**src/rtl/wb_ctrl.sv**
```systemverilog
// wb_ctrl: writeback controller owning the single GPR regfile write port.
//
// Arbitrates completed results from the execute unit (EXU) and the load/store
// unit (LSU) onto one registered write port. It also keeps a 32-entry pending
// scoreboard so that decode can see which destinations still await writeback.
//
// Ports:
//   clk, rst                  clock (rising edge), async active-high reset
//   exu_valid/ready/rd/data   EXU result handshake
//   lsu_valid/ready/rd/data   LSU load-result handshake
//   alloc_valid, alloc_rd     decode allocates a pending destination
//   flush                     clears scoreboard and starvation state
//   rs1_addr/rs2_addr         decode query addresses
//   rs1_busy/rs2_busy         pending bit of each queried register
//   RegWEn, waddr, wdata      registered regfile write port
module wb_ctrl #(
   parameter int unsigned XLEN       = 32,
   parameter int unsigned STARVE_MAX = 4
) (
   input  logic            clk,
   input  logic            rst,
   input  logic            exu_valid,
   output logic            exu_ready,
   input  logic [4:0]      exu_rd,
   input  logic [XLEN-1:0] exu_data,
   input  logic            lsu_valid,
   output logic            lsu_ready,
   input  logic [4:0]      lsu_rd,
   input  logic [XLEN-1:0] lsu_data,
   input  logic            alloc_valid,
   input  logic [4:0]      alloc_rd,
   input  logic            flush,
   input  logic [4:0]      rs1_addr,
   input  logic [4:0]      rs2_addr,
   output logic            rs1_busy,
   output logic            rs2_busy,
   output logic            RegWEn,
   output logic [4:0]      waddr,
   output logic [XLEN-1:0] wdata
);

   localparam int unsigned CntW = $clog2(STARVE_MAX + 1);

   logic [CntW-1:0] starve_q, starve_d;
   logic [31:0]     pending_q, pending_d;
   logic            regwen_q, regwen_d;
   logic [4:0]      waddr_q, waddr_d;
   logic [XLEN-1:0] wdata_q, wdata_d;

   logic            starve_at_max;
   logic            exu_gnt, lsu_gnt, accept;
   logic [4:0]      acc_rd;
   logic [XLEN-1:0] acc_data;

   assign starve_at_max = (starve_q == CntW'(STARVE_MAX));

   // LSU wins contention until the EXU has been passed over STARVE_MAX times.
   // Grants are gated by rst so that nothing is accepted while held in reset.
   always_comb begin
      exu_gnt = 1'b0;
      lsu_gnt = 1'b0;
      if (!rst) begin
         if (lsu_valid && !(exu_valid && starve_at_max)) begin
            lsu_gnt = 1'b1;
         end else if (exu_valid) begin
            exu_gnt = 1'b1;
         end
      end
   end

   assign accept   = exu_gnt | lsu_gnt;
   assign acc_rd   = exu_gnt ? exu_rd : lsu_rd;
   assign acc_data = exu_gnt ? exu_data : lsu_data;

   assign exu_ready = exu_gnt;
   assign lsu_ready = lsu_gnt;

   always_comb begin
      starve_d = starve_q;
      if (flush || !exu_valid || exu_gnt) begin
         starve_d = '0;
      end else if (lsu_gnt && !starve_at_max) begin
         starve_d = starve_q + CntW'(1);
      end
   end

   // Write port: x0 results are consumed but never raise the write enable.
   always_comb begin
      regwen_d = accept && (acc_rd != 5'd0);
      waddr_d  = waddr_q;
      wdata_d  = wdata_q;
      if (accept) begin
         waddr_d = acc_rd;
         wdata_d = acc_data;
      end
   end

   // Clear is applied before set so a same-cycle re-allocation keeps the bit.
   always_comb begin
      pending_d = pending_q;
      if (flush) begin
         pending_d = '0;
      end else begin
         if (accept) begin
            pending_d[acc_rd] = 1'b0;
         end
         if (alloc_valid) begin
            pending_d[alloc_rd] = 1'b1;
         end
      end
      pending_d[0] = 1'b0;
   end

   always_ff @(posedge clk or posedge rst) begin
      if (rst) begin
         starve_q  <= '0;
         pending_q <= '0;
         regwen_q  <= 1'b0;
         waddr_q   <= '0;
         wdata_q   <= '0;
      end else begin
         starve_q  <= starve_d;
         pending_q <= pending_d;
         regwen_q  <= regwen_d;
         waddr_q   <= waddr_d;
         wdata_q   <= wdata_d;
      end
   end

   // Read from the registered bitmap: a clear in the accept cycle is not bypassed.
   assign rs1_busy = pending_q[rs1_addr];
   assign rs2_busy = pending_q[rs2_addr];

   assign RegWEn = regwen_q;
   assign waddr  = waddr_q;
   assign wdata  = wdata_q;

endmodule

```
**config.mk**
```make
export PLATFORM = sky130hd
export DESIGN_NAME = wb_ctrl
export DESIGN_NICKNAME = d
export VERILOG_FILES = /design/src/rtl/wb_ctrl.sv
export SDC_FILE = /design/constraint.sdc
export NUM_CORES = 1
export LEC_CHECK = 0
export BUFFER_PORTS_ARGS = -buffer_cell sky130_fd_sc_hd__buf_2
export CORE_ASPECT_RATIO = 1.2
export CORE_MARGIN = 4
export CORE_UTILIZATION = 47
export CTS_BUF_LIST = sky130_fd_sc_hd__clkbuf_4 sky130_fd_sc_hd__clkbuf_8 sky130_fd_sc_hd__clkbuf_16
export CTS_CLUSTER_SIZE = 24
export DETAILED_ROUTE_END_ITERATION = 12
export PLACE_DENSITY = 0.78
export SETUP_SLACK_MARGIN = 0.05
export SLEW_MARGIN = 20
export SYNTH_ARGS = -nofsm -noshare
export SYNTH_HDL_FRONTEND = slang
export SYNTH_SLANG_ARGS = --single-unit
```
**constraint.sdc**
```tcl
create_clock -name clk -period 2.1 [get_ports clk]
set_input_delay 0.105 -clock clk [delete_from_list [all_inputs] [get_ports clk]]
set_output_delay 0.105 -clock clk [all_outputs]
set_load 0.02 [all_outputs]
```
**After elaboration in Yosys (flattened, before gate mapping)**

Index checks and enable logic that the tools add are counted.
Widths: inputs -> output; s select.

- Register bits after elaboration: 72
- Bits of input ports: 95
- Output and inout bits: 42
- Logic and storage cells: 51

- $add $sub $neg: 1
- $lt $le $gt $ge: 6
- Equality and inequality tests: 1
- Multiplexer cells: 21
- Bitwise operators: 4
- Reductions and logical operators: 13

Operators with widths:

| operator | number |
|---|---|
| $mux 32 | 5 |
| $and 32x32->32 | 1 |
| $not 32->32 | 1 |
| $or 32x32->32 | 1 |
| $lt 5x6->1 const B | 4 |
| $bmux 1 s5 | 2 |
| $demux 1 s5 | 2 |
| $ge 5x1->1 const B | 2 |
| $mux 1 | 9 |
| $logic_and 1x1->1 | 6 |
| $mux 3 | 2 |
| $mux 5 | 1 |
| $reduce_bool 5->1 | 1 |
| $add 3x1->3 const B | 1 |
| $eq 3x3->1 const B | 1 |
| $logic_not 1->1 | 3 |
| $logic_or 1x1->1 | 2 |
| $reduce_bool 2->1 | 1 |
| $or 1x1->1 | 1 |

**Longest topological paths before layout**

- Depth in word-level cells: 18
- Mapped depth: 8
- Gate-level depth less buffers: 6

**Least setup slack after synthesis**

No wires, ideal clock.

- Path kind: register to register
- Start point: register starve_q[0]
- End point: register pending_q[14]
- Setup time: 0.122 ns
- Arrival time: 1.851 ns
- Path slack: 0.127 ns
- Cell stages (with the launch flop): 8
- Path buffers: 1
- Clock period less this slack: 1.973 ns
- Cells stage by stage: dfrtp_1 inv_1 ha_1 a21bo_4 buf_8 a2111oi_4 o22ai_1 a32o_1

- Cells in the longest elaborated chain, start to end: 18

Ends and longest elaborated chain:

| what | line | RTL |
|---|---|---|
| start, declared | 44 | `logic [CntW-1:0] starve_q, starve_d;` |
| start signal, assigned | 122 | `starve_q <= starve_d;` |
| $eq 3x3->1 (*) | 55 | `assign starve_at_max = (starve_q == CntW'(STARVE_MAX));` |
| $logic_and 1x1->1 (*) | 63 | `if (lsu_valid && !(exu_valid && starve_at_max)) begin` |
| $logic_not 1->1 (*) | 63 |  |
| $logic_and 1x1->1 (*) | 63 |  |
| $mux 1 | 63 |  |
| $mux 1 | 62 | `if (!rst) begin` |
| $mux 5 | 72 | `assign acc_rd = exu_gnt ? exu_rd : lsu_rd;` |
| $lt 5x6->1 (implied by the code) / $ge 5x1->1 (equally long branches) | 105 | `pending_d[acc_rd] = 1'b0;` |
| [3 not listed] | -- |  |
| $not 32->32 (no line) | -- |  |
| $and 32x32->32 (no line) | -- |  |
| $mux 32 (*) | 104 | `if (accept) begin` |
| $mux 32 (*) | 101 | `if (flush) begin` |
| $or 32x32->32 (no line) | -- |  |
| $mux 32 (*) | 107 | `if (alloc_valid) begin` |
| $mux 32 (*) | 101 |  |
| net pending_d[14] | 45 | `logic [31:0] pending_q, pending_d;` |
| end signal, assigned | 123 | `pending_q <= pending_d;` |
| end, declared | 45 |  |

The timed path passes the listed nets; every way through them passes the cells marked *. The select of a mux whose other input is x is not followed.
A chain may end at the register's enable or synchronous reset.

**Worst setup path after layout**

- Start point: register pending_q[25]
- End point: output rs1_busy

- Cells in the longest elaborated chain, start to end: 2

Ends and longest elaborated chain:

| what | line | RTL |
|---|---|---|
| $bmux 1 s5 | 131 | `assign rs1_busy = pending_q[rs1_addr];` |
| $mux 1 (implied by the code) | 131 |  |
| end, declared | 35 | `output logic rs1_busy,` |

No other way between the ends. The select of a mux whose other input is x is not followed.

==> impl_metrics.toml <==
[placement]
pre_cts_ws_ns = -0.0224
io_buffers = 136
gp_congestion = 0.883
dp_hpwl_um = 9540

[clock_tree]
clkLatencyLatePin_ns = 0.34
root_buffer = "clkbuf_8"
cts_sinks = 72
path_clk_slew_ns = 0.07
clockBufferDepth = 2
htreeDepth = 3
cts_buffers = 9
cts_tree = "done"

[status]
outcome = "complete, but fails checks"
violations = "negative setup slack"

[sta]
max_freq_ghz = 0.443
fin_crit_sh_pct = 108
fin_crit_ns = 2.26
finalHoldViolCount = 0
setup_viol = 2
slew_violations = 0
fin_ws_ns = -0.158
grt_setup_unrepaired = "true"
max_slew_margin_pct = 44.0
worst_pin_slew_ns = 0.839
fin_hold_ws_ns = 0.0298
fin_skew_ns = 0.00595

[floorplan]
die_w_um = 97.0
rows = 38
ioPinCount = 137
initial_utilization_pct = 48.7
fp.dieH_um = 115
dieArea_um2 = 11100
core_area_um2 = 9180

[drt]
drt_iter0_markers = 211
vias = 4008
ant_nets = 0
post_drt_wl_per_cell_um = 18.7
dr.pass1.iters = 4
drc = 0
wl_um = 12500
vias_per_cell = 5.99

[synthesis]
avgSynthCellArea_um2 = 11.3
synth_ff_type = "dfrtp_1"
yosysMostFrequentCell = "dfrtp_1"
synth-edff-count = 0
synth_seq_area_share_pct = 40.3
syn_nets = 494
syn_inst = 397
ys_seq_elements = 72
netlist.area_leader.share_pct = 40.3
synth_commonest_cells = "dfrtp_1 (72), nand2_1 (44), mux2i_1 (35)"
synthDistinctLibCells = 52
yosys.area.top_type = "dfrtp_1"
netlist_area_um2 = 4470
synthTopCellsByArea = "dfrtp_1 (40%), mux2i_1 (7.8%), mux4_2 (7.1%)"
yosysWarningCount = 0
ys_async_sr_fraction_pct = 100

[worst_setup_path]
r2r-start = "starve_q[0]$_DFFE_PP0P_"
worstPathArrival_ns = 2.15
critPathCaptureType = "output port"
r2r-end = "pending_q[3]$_DFF_PP0_"
r2r_slack_ns = 0.14
cp-start-kind = "flop"
worst-setup-path-type = "flop to output port"
reg2reg_depth = 7
endpoint = "rs1_busy"
required_ns = 2.00
crit_start = "pending_q[25]$_DFF_PP0_"
worst-path-max-fanout = 3

[final_layout]
fin_nets = 644
antennaDiodeCount = 0
drive_above_1_share_pct = 40.8
final_core_util_pct = 62.2
area_delta_synth_final_pct = 27.7
fill_cells = 736

[worst_hold_path]
hp-class = "primary input to flop"

[global_route]
overflow = 0
grt_start_max_net_pins = 39
grt_pass1_vias = 4128
grt_pass1_wl_um = 20400
grt_usage_pct = 22.6
antenna_found_initial = 0

[pwr]
p_leak_nw = 2.48
power_density_nw_per_um2 = 576
ir_drop_v = 0.000438

[run]
cap_violations = 0
[worst min path at each step]
stage | start | end | slack [ns] | cells past startpoint
4_1_cts | lsu_data[14] | wdata[14]$_DFFE_PP0N_ | 0.02 | 3
3_3_place_gp | rst | starve_q[2]$_DFFE_PP0P_ | 0.31 | 2
5_1_grt | exu_data[16] | wdata[16]$_DFFE_PP0N_ | 0.04 | 3
2_1_floorplan | lsu_data[12] | wdata[12]$_DFFE_PP0N_ | 0.29 | 2
6_report | lsu_data[14] | wdata[14]$_DFFE_PP0N_ | 0.03 | 3
3_5_place_dp | rst | starve_q[0]$_DFFE_PP0P_ | 0.32 | 2
[repair_timing]
item                                    in CTS  in global routing
cloned                                       1                  0
hold buffers                                 1                  0
endpoints found under the hold margin       34                  0
endpoints found under the setup margin      32                 32
setup buffers                                2                  4
pin swaps                                    1                 10
resized for setup                            7                 15
[stage by stage]
step | TNS, ns | power, W | cell area, um^2 | cells
final | -0.267 | 0.00329 | 5700 | 669
after global routing | -0.376 | 0.00345 | 5700 | 669
after CTS | -0.296 | 0.00330 | 5600 | 665
after detailed placement | -0.0343 | 0.00233 | 5370 | 648
after global placement | 0 | 0.00231 | 5370 | 648
after floorplan | 0 | 0.00201 | 4470 | 397
[layout make-up]
| type | count | area (um^2) | share of cell area, % |
|---|---|---|---|
| Multi-Input combinational cell | 286 | 2570 | 45.0 |
| Tap cell | 120 | 150 | 2.63 |
| Clock buffer | 12 | 159 | 2.79 |
| Sequential cell | 72 | 1800 | 31.6 |
| Clock inverter | 1 | 5.00 | 0.0877 |
| Timing Repair Buffer | 166 | 977 | 17.1 |
| Inverter | 12 | 45.0 | 0.790 |
[layout by cell type, fill, tap and decap left out, types with 7 or more instances in the layout]
master | synthesis | layout
a2111oi_4 | 8 | 8
buf_6 | 2 | 7
clkbuf_8 | 0 | 11
a32o_1 | 31 | 31
inv_1 | 12 | 11
mux2i_1 | 35 | 35
o22ai_1 | 31 | 31
buf_2 | 6 | 134
nand2_1 | 44 | 44
buf_4 | 5 | 21
o21ai_0 | 32 | 32
dfrtp_1 | 72 | 72
mux4_2 | 14 | 14
[cells by family after synthesis]
group / after synthesis / share of synthesized area [%]
adders and majority gates: 2 / 0.560
AOI/OAI and AO/OA: 126 / 24.1
DFF: 72 / 40.3
muxes: 51 / 15.4
xor gates and xnor gates: 2 / 0.392
buffers and inverters: 40 / 4.54
and+or+nand+nor: 104 / 14.6
[sequential cells by signal (all words and copies together), names as in the netlist]
| signal | count |
|---|---|
| wdata | 32 |
| RegWEn | 1 |
| pending_q | 31 |
| waddr | 5 |
| starve_q | 3 |
[report_power, final]
group	total, W	switching, W	internal (W)
clock network	0.000960	0.000474	0.000485
registers	0.00155	0.0000611	0.00149
logic	0.000778	0.000479	0.000299
[worst max-delay path, stage by stage, from the launching register on]
cell and delay, ns:
dfrtp_1 0.42, mux4_2 0.47, nand4_1 0.11, nand4_1 0.14, or4_4 0.51, buf_6 0.15
[per-layer routing]
layer / wire length, um / track usage [%] / vias up
li1: - / - / 1859
met1: 4840 / 27.4 / 1896
met2: 6220 / 39.0 / 216
met3: 1070 / 5.04 / 37
met4: 381 / 9.83 / 0
met5: 0 / 0 / -
(Power assumes the default switching activity.)
